<file path="src/rtl/hazard_unit_mc.sv">
// ID-stage hazard unit: load-use check plus a register scoreboard for pipelined,
// out-of-order completing multi-cycle (mul/div) operations.
module hazard_unit_mc #(
    parameter int unsigned NUM_REGS        = 32,
    parameter int unsigned REG_ID_W        = $clog2(NUM_REGS),
    parameter int unsigned MAX_OUTSTANDING = 4,
    parameter int unsigned STALL_CNT_W     = 16,
    localparam int unsigned OUT_W          = $clog2(MAX_OUTSTANDING + 1)
) (
    input  logic                   clk,
    input  logic                   reset,
    input  logic                   id_valid,
    input  logic [REG_ID_W-1:0]    id_rs1,
    input  logic [REG_ID_W-1:0]    id_rs2,
    input  logic                   id_rs1_used,
    input  logic                   id_rs2_used,
    input  logic [REG_ID_W-1:0]    id_rd,
    input  logic                   id_writes_rd,
    input  logic                   id_is_long,
    input  logic                   ex_valid,
    input  logic [REG_ID_W-1:0]    ex_rd,
    input  logic                   ex_mem_read,
    input  logic                   flush,
    input  logic                   lu_done,
    input  logic [REG_ID_W-1:0]    lu_rd,
    output logic                   stall,
    output logic [3:0]             stall_cause,
    output logic [OUT_W-1:0]       outstanding,
    output logic [STALL_CNT_W-1:0] stall_cycles,
    output logic                   err_spurious
);

    logic [NUM_REGS-1:1]    pending_q, pending_d;
    logic [OUT_W-1:0]       outstanding_q, outstanding_d;
    logic [STALL_CNT_W-1:0] stall_cycles_q, stall_cycles_d;
    logic                   err_q, err_d;

    logic [NUM_REGS-1:0] pend_full, pend_next;
    logic load_use, raw, waw, structural, issue, lu_legal, lu_spur;

    // x0 reads as never pending
    assign pend_full = {pending_q, 1'b0};

    always_comb begin
        load_use   = id_valid & ex_valid & ex_mem_read & (ex_rd != '0) &
                     ((id_rs1_used & (id_rs1 == ex_rd)) | (id_rs2_used & (id_rs2 == ex_rd)));
        raw        = id_valid & ((id_rs1_used & pend_full[id_rs1]) |
                                 (id_rs2_used & pend_full[id_rs2]));
        waw        = id_valid & id_writes_rd & (id_rd != '0) & pend_full[id_rd];
        structural = id_valid & id_is_long & (outstanding_q == OUT_W'(MAX_OUTSTANDING));

        stall_cause = flush ? 4'b0000 : {structural, waw, raw, load_use};
        stall       = |stall_cause;
        issue       = id_valid & id_is_long & ~stall & ~flush;

        // A completion is legal only against a real in-flight op
        lu_legal = lu_done & (outstanding_q != '0) & ((lu_rd == '0) | pend_full[lu_rd]);
        lu_spur  = lu_done & ~lu_legal;
    end

    always_comb begin
        pend_next = pend_full;
        if (lu_legal && lu_rd != '0) pend_next[lu_rd] = 1'b0;
        if (issue && id_writes_rd && id_rd != '0) pend_next[id_rd] = 1'b1;
        pending_d = pend_next[NUM_REGS-1:1];

        outstanding_d = outstanding_q;
        unique case ({issue, lu_legal})
            2'b10:   outstanding_d = outstanding_q + OUT_W'(1);
            2'b01:   outstanding_d = outstanding_q - OUT_W'(1);
            default: outstanding_d = outstanding_q;
        endcase

        stall_cycles_d = stall_cycles_q;
        if (stall && stall_cycles_q != '1) stall_cycles_d = stall_cycles_q + STALL_CNT_W'(1);

        err_d = err_q | lu_spur;
    end

    always_ff @(posedge clk or posedge reset) begin
        if (reset) begin
            pending_q      <= '0;
            outstanding_q  <= '0;
            stall_cycles_q <= '0;
            err_q          <= 1'b0;
        end else begin
            pending_q      <= pending_d;
            outstanding_q  <= outstanding_d;
            stall_cycles_q <= stall_cycles_d;
            err_q          <= err_d;
        end
    end

    assign outstanding  = outstanding_q;
    assign stall_cycles = stall_cycles_q;
    assign err_spurious = err_q;

endmodule
</file>
<file path="config.mk">
export PLATFORM = sky130hd
export DESIGN_NAME = hazard_unit_mc
export DESIGN_NICKNAME = d
export VERILOG_FILES = /design/src/rtl/hazard_unit_mc.sv
export SDC_FILE = /design/constraint.sdc
export NUM_CORES = 1
export LEC_CHECK = 0
export CELL_PAD_IN_SITES_DETAIL_PLACEMENT = 2
export CELL_PAD_IN_SITES_GLOBAL_PLACEMENT = 2
export CORE_MARGIN = 3
export CORE_UTILIZATION = 35
export DETAILED_ROUTE_END_ITERATION = 7
export GPL_ROUTABILITY_DRIVEN = 0
export GPL_TIMING_DRIVEN = 0
export PLACE_DENSITY = 0.82
export SETUP_SLACK_MARGIN = 0.2
export SLEW_MARGIN = 10
export SYNTH_ARGS = -nofsm -noshare
export SYNTH_HDL_FRONTEND = slang
export SYNTH_SLANG_ARGS = --single-unit
</file>
<file path="constraint.sdc">
create_clock -name clk -period 6.3 [get_ports clk]
set_input_delay 1.89 -clock clk [delete_from_list [all_inputs] [get_ports clk]]
set_output_delay 1.89 -clock clk [all_outputs]
set_load 0.02 [all_outputs]
</file>
Word-level counts from Yosys, hierarchy flattened
Cells that the tools add are included.
{"block": "op_classes", "n_addsub": 3, "n_lt_le_gt_ge": 6, "eq_ne": 6, "n_mux": 16, "n_bitwise": 29, "n_reduce_logical": 13}
{"operator": "$mux W32", "n": 2}
{"operator": "$and A32 B32 Y32", "n": 1}
{"operator": "$not A32 Y32", "n": 1}
{"operator": "$or A32 B32 Y32", "n": 1}
{"operator": "$lt A5 B6 Y1 const B", "n": 4}
{"operator": "$bmux W1 S5", "n": 4}
{"operator": "$and A1 B1 Y1", "n": 19}
{"operator": "$add A16 B1 Y16 const B", "n": 1}
{"operator": "$ne A16 B16 Y1 const B", "n": 1}
{"operator": "$reduce_bool A5 Y1", "n": 3}
{"operator": "$demux W1 S5", "n": 2}
{"operator": "$eq A5 B5 Y1", "n": 2}
{"operator": "$ge A5 B1 Y1 const B", "n": 2}
{"operator": "$logic_and A1 B1 Y1", "n": 6}
{"operator": "$mux W1", "n": 6}
{"operator": "$pmux W3 S2", "n": 1}
{"operator": "$logic_not A5 Y1", "n": 1}
{"operator": "$mux W4", "n": 1}
{"operator": "$or A1 B1 Y1", "n": 4}
{"operator": "$reduce_or A4 Y1", "n": 1}
{"operator": "$add A3 B1 Y3 const B", "n": 1}
{"operator": "$eq A3 B3 Y1 const B", "n": 1}
{"operator": "$not A1 Y1", "n": 3}
{"operator": "$reduce_bool A3 Y1", "n": 1}
{"operator": "4 further kinds", "n": 4}
{"block": "word_totals", "register_bits": 51, "inputBits": 36, "output_inout_bits": 25, "word_cells": 77}

Longest topological paths before layout
Gate-level depths: netlist of run 1.
{"block": "depth", "word_depth": 13, "mapped_depth": 16, "ltp_nobuf": 12}

Worst setup path after synthesis of run 1
OpenSTA, ideal clock, no wires.
{"block": "synth_path", "path_type": "input port to output port", "start": "input port id_rs1[1]", "end": "output port stall", "t_arrival_ns": 3.929, "t_required_ns": 4.410, "setup_slack_ns": 0.481, "stages": 8, "path_buffers": 2, "path_cell_list": "buf_2 > mux4_2 > mux2_2 > o221ai_1 > a311o_1 > a21boi_1 > buf_2 > or2_2"}
{"block": "synth_between", "elab_chain_cells": 7, "word_cells_on_any_way": 11}
{"element": "start, declared", "line_no": "13", "source": "input logic [REG_ID_W-1:0] id_rs1,"}
{"element": "$bmux W1 S5", "line_no": "47", "source": "raw = id_valid & ((id_rs1_used & pend_full[id_rs1]) |"}
{"element": "$mux W1 (implied by the code)", "line_no": "47"}
{"element": "$and A1 B1 Y1", "line_no": "47"}
{"element": "$or A1 B1 Y1", "line_no": "47"}
{"element": "$and A1 B1 Y1", "line_no": "47"}
{"element": "$mux W4", "line_no": "52", "source": "stall_cause = flush ? 4'b0000 : {structural, waw, raw, load_use};"}
{"element": "net stall_cause[1]", "line_no": "27", "source": "output logic [3:0] stall_cause,"}
{"element": "$reduce_or A4 Y1", "line_no": "53", "source": "stall = |stall_cause;"}
{"element": "end, declared", "line_no": "26", "source": "output logic stall,"}
The timed path passes the listed nets, and every way through them passes these cells. The select of a mux whose other input is x is not followed.

Final worst setup path of run 1
{"block": "layout_path", "start": "input port id_rs1[1]", "end": "output port stall"}
{"block": "layout_between", "elab_chain_cells": 7, "word_cells_on_any_way": 11}
{"element": "$bmux W1 S5", "line_no": "47"}
{"element": "$mux W1 (implied by the code)", "line_no": "47"}
{"element": "$and A1 B1 Y1", "line_no": "47"}
{"element": "$or A1 B1 Y1", "line_no": "47"}
{"element": "$and A1 B1 Y1", "line_no": "47"}
{"element": "$mux W4 *", "line_no": "52"}
{"element": "$reduce_or A4 Y1 *", "line_no": "53"}
Every way passes the cells marked *; elsewhere a longest branch is shown, timed or not. The select of a mux whose other input is x is not followed.

==> results.txt, run 1 <==
Worst slew margin -> 56.2%
Max incr delay on CP -> 0.52 ns
Row count -> 37
Fill cell count -> 1103
Skew-Pair Late Insertion Delay -> 0.32 ns
CP Data Required Time -> 4.41 ns
Multi-input logic area -> 2300 µm²
Worst Hold Path Cells -> 1
IO buf count -> 51
Core area -> 10400 µm²
Post-synthesis async set-or-reset flop share -> 100%
Die area -> 12000 µm²
Synth Cell Area -> 3750 µm²
Vias per cell -> 6.18
Die Ht -> 110 µm
Min-delay src -> err_spurious$_DFF_PP0_
Setup crit start kind -> primary input
First-pass iteration count of the detailed router -> 4
Post-route minimum period -> 5.96 ns
Initial antenna violation count -> 0
Area grow syn2layout -> 24.9%
Design area -> 4690 µm²
Fmax -> 0.168 GHz
CTS tree -> built
Crit path max fanout -> 10
Outcome -> completed
Antenna viol nets, final -> 0
Critical path, cell by cell -> clkbuf_4 -> mux4_2 -> mux2_2 -> o221ai_1 -> a311o_1 -> a21boi_4 -> buf_6 -> or2_2 -> buf_2
Hold crit path type -> reg2reg
Largest net degree at the start of global routing -> 27
Cells on worst reg2reg path -> 15
CP max-delay cell -> mux4_2
Worst-path clk slew -> 0.10 ns
Starting DRT DRC Count -> 267
Final WL -> 13700 µm
Seq/Total Area, Yosys -> 34.0%
Worst slew pin tran -> 0.657 ns
Via Count -> 3458
Unrepaired setup endpoints after global routing -> no
CP delay by family, top -> multiplexers
Reg-to-reg startpoint -> pending_q[10]$_DFF_PP0_
Prevailing post-synth register cell -> dfrtp_1
Seq. cell area -> 1280 µm²
Tcrit/Tclk final -> 94.5%
Synth unique cells -> 51
R2R setup slack -> 2.75 ns
Final hold violation count -> 0
Clk sink count -> 51
H-tree Lvls -> 2
Layout cell share with drive strength beyond 1 -> 20.3%
Gr ovfl total -> 0
Setup CP Type -> in2out
Antenna cells -> 0
Final Util -> 45.2%
Max-Cap Viols -> 0
Clock Path Buffers -> 2
Total CTS buffers -> 5
Starting Density -> 36.2%
First-pass GRT wire length -> 21900 µm
#FFs+latches synth -> 51
Final setup fails -> 0
Syn Inst Count -> 357
Syn_area_per_cell -> 10.5 µm²
Worst VDD drop -> 170 µV
Nature of the critical path endpoint -> output port
R2R Path End -> outstanding[2]$_DFFE_PP0P_
Leakage -> 0.00184 µW
Area after DPL -> 4460 µm²
Number of global-route vias before repair -> 3823
Routed wire per std cell -> 24.5 µm
Crit path buf inv count -> 3
Max Clock Skew -> 0.0139 ns
Clock root buffer master -> clkbuf_8
Total GRT Usage -> 23.9%
Endpoint, Worst Hold -> err_spurious$_DFF_PP0_
# DRC -> 0
Hold buffer count at cts -> 0
Ys Warns -> 0
Hold_ws -> 0.482 ns
CP Data Arrival Time -> 4.07 ns
Nets -> 462
I/O pin count -> 61
HPWL Detailed -> 9850 µm
Pwr/cell area -> 200 nW/µm²
Mapped Nets -> 396
Die W -> 110 µm
Post-synth EDFFs -> 0
Max-slew violation count -> 0
[layout make-up]
type / instances / share of cell area (%)
Buffer: 27 / 4.35
Clock buffer: 5 / 1.47
Clock inverter: 3 / 0.507
Inverter: 14 / 1.12
Multi-Input combinational cell: 264 / 49.1
Sequential cell: 51 / 27.2
Tap cell: 136 / 3.63
Timing Repair Buffer: 60 / 12.6
[logic make-up (layout without fill, tap and decap cells)]
logic type	count (synthesis)	in the layout	synth area share (%)
xor+xnor	26	26	6.06
mux	44	44	20.3
simple gates	89	89	13.9
compound gates	102	102	19.3
fa+ha+maj	3	3	1.20
buf+inv	42	109	5.26
flops	51	51	34.0
[cell usage after synthesis, types with 10 or more instances]
library cell  instances  area share, %
mux4_2               25             15
inv_1                14            1.4
dfrtp_1              51             34
o21ai_0              41            5.5
clkbuf_1             15            1.5
o31ai_1              26            5.2
nor2_1               11            1.1
nand2_1              16            1.6
xnor2_1              16            3.7
nand3_1              10            1.3
xor2_1               10            2.3
nand3b_1             14            2.8
mux2i_1              12            3.2
[timing repair]
action	in CTS	in global routing
resized for setup	31	16
pin swaps	3	0
gates cloned	0	0
setup buffers	7	1
endpoints found under the setup margin	4	3
[worst max-delay path by stage]
stage / startpoint / to / slack [ns] / cells after the start
finish: id_rs1[1] / stall / 0.34 / 9
global route: id_rs1[3] / stall / 0.20 / 9
global placement: id_rs2[1] / stall / -0.91 / 10
floorplan: id_rs1[1] / stall / 0.48 / 8
detailed placement: id_rs2[1] / stall / -0.97 / 10
CTS: id_rd[3] / stall / 0.16 / 11
[registers in the layout, summed over array words and instances, names as in the netlist]
signal and flops:
stall_cycles 16, err_spurious 1, outstanding 3, pending_q 31
[through the flow]
step / total power [µW] / setup WS (ns) / setup TNS (ns) / instances
2_1_floorplan: 587 / 0.481 / 0 / 357
4_1_cts: 937 / 0.159 / 0 / 559
6_report: 936 / 0.344 / 0 / 560
3_3_place_gp: 706 / -0.912 / -1.75 / 544
5_1_grt: 993 / 0.205 / 0 / 560
3_5_place_dp: 727 / -0.975 / -1.97 / 545
[metal layers]
| metal | wire length (µm) | track usage (%) | vias to the layer above |
|---|---|---|---|
| li1 | - | - | 1512 |
| met1 | 5860 | 32.1 | 1799 |
| met2 | 6670 | 39.9 | 122 |
| met3 | 819 | 2.47 | 25 |
| met4 | 394 | 8.73 | 0 |
| met5 | 0 | 0 | - |
[placed cells by master (no fill, tap or decap), types with 6 or more instances in the layout]
master / synthesis / routed
dfrtp_1: 51 / 51
clkdlybuf4s50_1: 0 / 43
o21ai_0: 41 / 40
o31ai_1: 26 / 26
mux4_2: 25 / 25
xnor2_1: 16 / 16
nand2_1: 16 / 16
nand3b_1: 14 / 14
inv_1: 14 / 13
mux2i_1: 12 / 12
nor2_1: 11 / 11
nand3_1: 10 / 10
xor2_1: 10 / 10
buf_6: 4 / 8
clkbuf_8: 0 / 8
clkbuf_1: 15 / 7
mux2_2: 7 / 7
buf_4: 0 / 7
o211ai_1: 6 / 6
o31ai_2: 6 / 6
[power breakdown]
group,internal (µW),switching [µW],leakage [µW]
Sequential,365,57.5,0.000685
Combinational,150,158,0.00111
Clock,79.8,125,0.0000408
Power figures use the tool's default switching activity.
==> inputs of run 2 (changes only) <==
- HOLD_SLACK_MARGIN: unset -> 0.15
==> results of run 2 <==
Final layout, timing and power as in run 1 (identical DEF).
==> inputs of run 3 (changes only) <==
- CORE_MARGIN: 3 -> unset
- CTS_CLUSTER_SIZE: unset -> 28
==> run 3 against run 2 <==
Compared with the run above:
- clock skew down 0.0086 ns
- critical path type unchanged
- die area down 7.2%
- sequential cell count unchanged
- via count up 0.20%
- power down 1.6%
- setup slack worse by 0.027 ns
==> results.txt, run 3 (synthesis gave the netlist of run 1 again) <==
Outcome -> completed (unchanged)
Setup CP Type -> in2out (unchanged)
Commonest non-fill, non-tap cell in the layout -> dfrtp_1 (unchanged)
CP Data Required Time -> 4.41 ns (about the same)
Clock Path Buffers -> 2 (unchanged)
Row count -> 37 (unchanged)
Worst-path clk slew -> 0.09 ns (was 0.10 ns)
Met3 WL -> 719 µm (was 819 µm)
Clk sink count -> 51 (unchanged)
Tcrit/Tclk final -> 95.0% (was 94.5%)
Vias per cell -> 6.15 (was 6.18)
Core area -> 10400 µm² (unchanged)
Gr ovfl total -> 0 (unchanged)
Largest register FFs -> 31 (unchanged)
CTS tree -> built (unchanged)
Hold crit path type -> reg2reg (unchanged)
Max-Cap Viols -> 0 (unchanged)
M1 WL -> 5870 µm (was 5860 µm)
Unrepaired setup endpoints after global routing -> no (unchanged)
Worst slew margin -> 57.4% (was 56.2%)
Max-slew violation count -> 0 (unchanged)
Initial antenna violation count -> 0 (unchanged)
Post-route minimum period -> 5.98 ns (was 5.96 ns)
Leakage -> 0.00184 µW (about the same)
CP startpoint -> id_rd[0] (was id_rs1[1])
Starting Density -> 36.2% (unchanged)
Crit path max fanout -> 7 (was 10)
Largest Register -> pending_q (unchanged)
CP Data Arrival Time -> 4.09 ns (was 4.07 ns)
Final WS setup -> 0.317 ns (was 0.344 ns)
Total CTS buffers -> 5 (unchanged)
Setup crit start kind -> primary input (unchanged)
Die area -> 11100 µm² (was 12000 µm²)
# DRC -> 0 (unchanged)
Final WL -> 13500 µm (was 13700 µm)
Die Ht -> 106 µm (was 110 µm)
Top routing layer in use -> met4 (unchanged)
IO buf count -> 51 (unchanged)
Worst slew pin tran -> 0.637 ns (was 0.657 ns)
Final setup fails -> 0 (unchanged)
Fmax -> 0.167 GHz (was 0.168 GHz)
Largest net degree at the start of global routing -> 27 (unchanged)
First-pass iteration count of the detailed router -> 4 (unchanged)
Total GRT Usage -> 25.0% (was 23.9%)
Area grow syn2layout -> 24.6% (was 24.9%)
Final Util -> 45.1% (was 45.2%)
Layout cell share with drive strength beyond 1 -> 20.4% (was 20.3%)
Hold_ws -> 0.492 ns (was 0.482 ns)
Max Clock Skew -> 0.00522 ns (was 0.0139 ns)
Die W -> 106 µm (was 110 µm)
Nature of the critical path endpoint -> output port (unchanged)
I/O pin count -> 61 (unchanged)
Final TNS setup -> 0 ns (unchanged)
Clock root buffer master -> clkbuf_8 (unchanged)
Starting DRT DRC Count -> 246 (was 267)
Min-delay src -> err_spurious$_DFF_PP0_ (unchanged)
Final hold violation count -> 0 (unchanged)
Pre-CTS setup slack -> -1.02 ns (was -0.975 ns)
Nets -> 465 (was 462)
Skew-Pair Late Insertion Delay -> 0.31 ns (was 0.32 ns)
Routed wire per std cell -> 24.1 µm (was 24.5 µm)
HPWL Detailed -> 9770 µm (was 9850 µm)
Leading cell types in the layout, fill and taps excluded -> 51 x dfrtp_1, 43 x clkdlybuf4s50_1, 40 x o21ai_0 (unchanged)
First-pass GRT wire length -> 21400 µm (was 21900 µm)
Pwr/cell area -> 197 nW/µm² (was 200 nW/µm²)
Worst VDD drop -> 180 µV (was 170 µV)
Reg-to-reg startpoint -> pending_q[11]$_DFF_PP0_ (was pending_q[10]$_DFF_PP0_)
Via Count -> 3465 (was 3458)
Antenna viol nets, final -> 0 (unchanged)
Hold buffer count at cts -> 0 (unchanged)
Routed met2 length -> 6690 µm (was 6670 µm)
Antenna cells -> 0 (unchanged)
Number of global-route vias before repair -> 3735 (was 3823)
H-tree Lvls -> 2 (unchanged)
==> run 3: changes by cell type in the layout (fill, tap and decap cells not counted), sizes merged <==
cell,change
buf,+4
clkinv,+1
inv,-1
clkinvlp,-1
==> run 3: final timing paths <==
kind / end / slack, ns / depth (start not counted)
worst min-delay path: err_spurious$_DFF_PP0_ / 0.49 / 1
worst min register to register: err_spurious$_DFF_PP0_ / 0.49 / 1
worst max register to register: outstanding[2]$_DFFE_PP0P_ / 2.50 / 15
max in group asynchronous: stall_cycles[12]$_DFFE_PP0P_ / 3.76 / 3
min in group asynchronous: pending_q[8]$_DFF_PP0_ / 1.98 / 2
worst max-delay path: stall / 0.32 / 9
==> run 3: layer usage <==
metal / GRT usage (%) / vias to the layer above
li1: - / 1523
met1: 35.0 / 1802
met2: 41.1 / 124
met3: 2.78 / 16
met4: 6.94 / 0
met5: 0 / -
==> run 3: through the flow <==
| step | total power (µW) | cells | area [µm²] |
|---|---|---|---|
| finish | 921 | 563 | 4680 |
| floorplan | 587 | 357 | 3750 |
| CTS | 920 | 557 | 4610 |
| global placement | 705 | 544 | 4440 |
| detailed placement | 724 | 545 | 4460 |
| global route | 968 | 563 | 4680 |
==> run 3: layout make-up <==
cell class / count / area, µm²
clock inverters: 2 / 12.5
well taps: 136 / 170
plain buffers: 27 / 199
fillers: 1074 / 5690
clock buffers: 6 / 72.6
repair buffers: 63 / 602
flip-flops and latches: 51 / 1280
inverters: 14 / 52.6
multi-input cells: 264 / 2290
==> run 3: power breakdown <==
| group | internal (µW) | switching, µW | total [µW] |
|---|---|---|---|
| Clock | 78.0 | 114 | 192 |
| Sequential | 365 | 56.8 | 422 |
| Combinational | 151 | 157 | 308 |
==> run 3: repair_timing <==
item                       4_1_cts  5_1_grt
pin swaps                        4        2
resized for setup               29       17
hold endpoints to repair         0        0
setup buffers                    5        6
setup endpoints to repair        4        2
==> run 3: critical path, cell delays in order <==
cell	delay, ns
buf_6	0.14
mux4_2	0.50
a32oi_1	0.21
o221ai_1	0.16
o31ai_2	0.42
nand3_2	0.18
buf_8	0.17
or2_2	0.26
buf_4	0.16
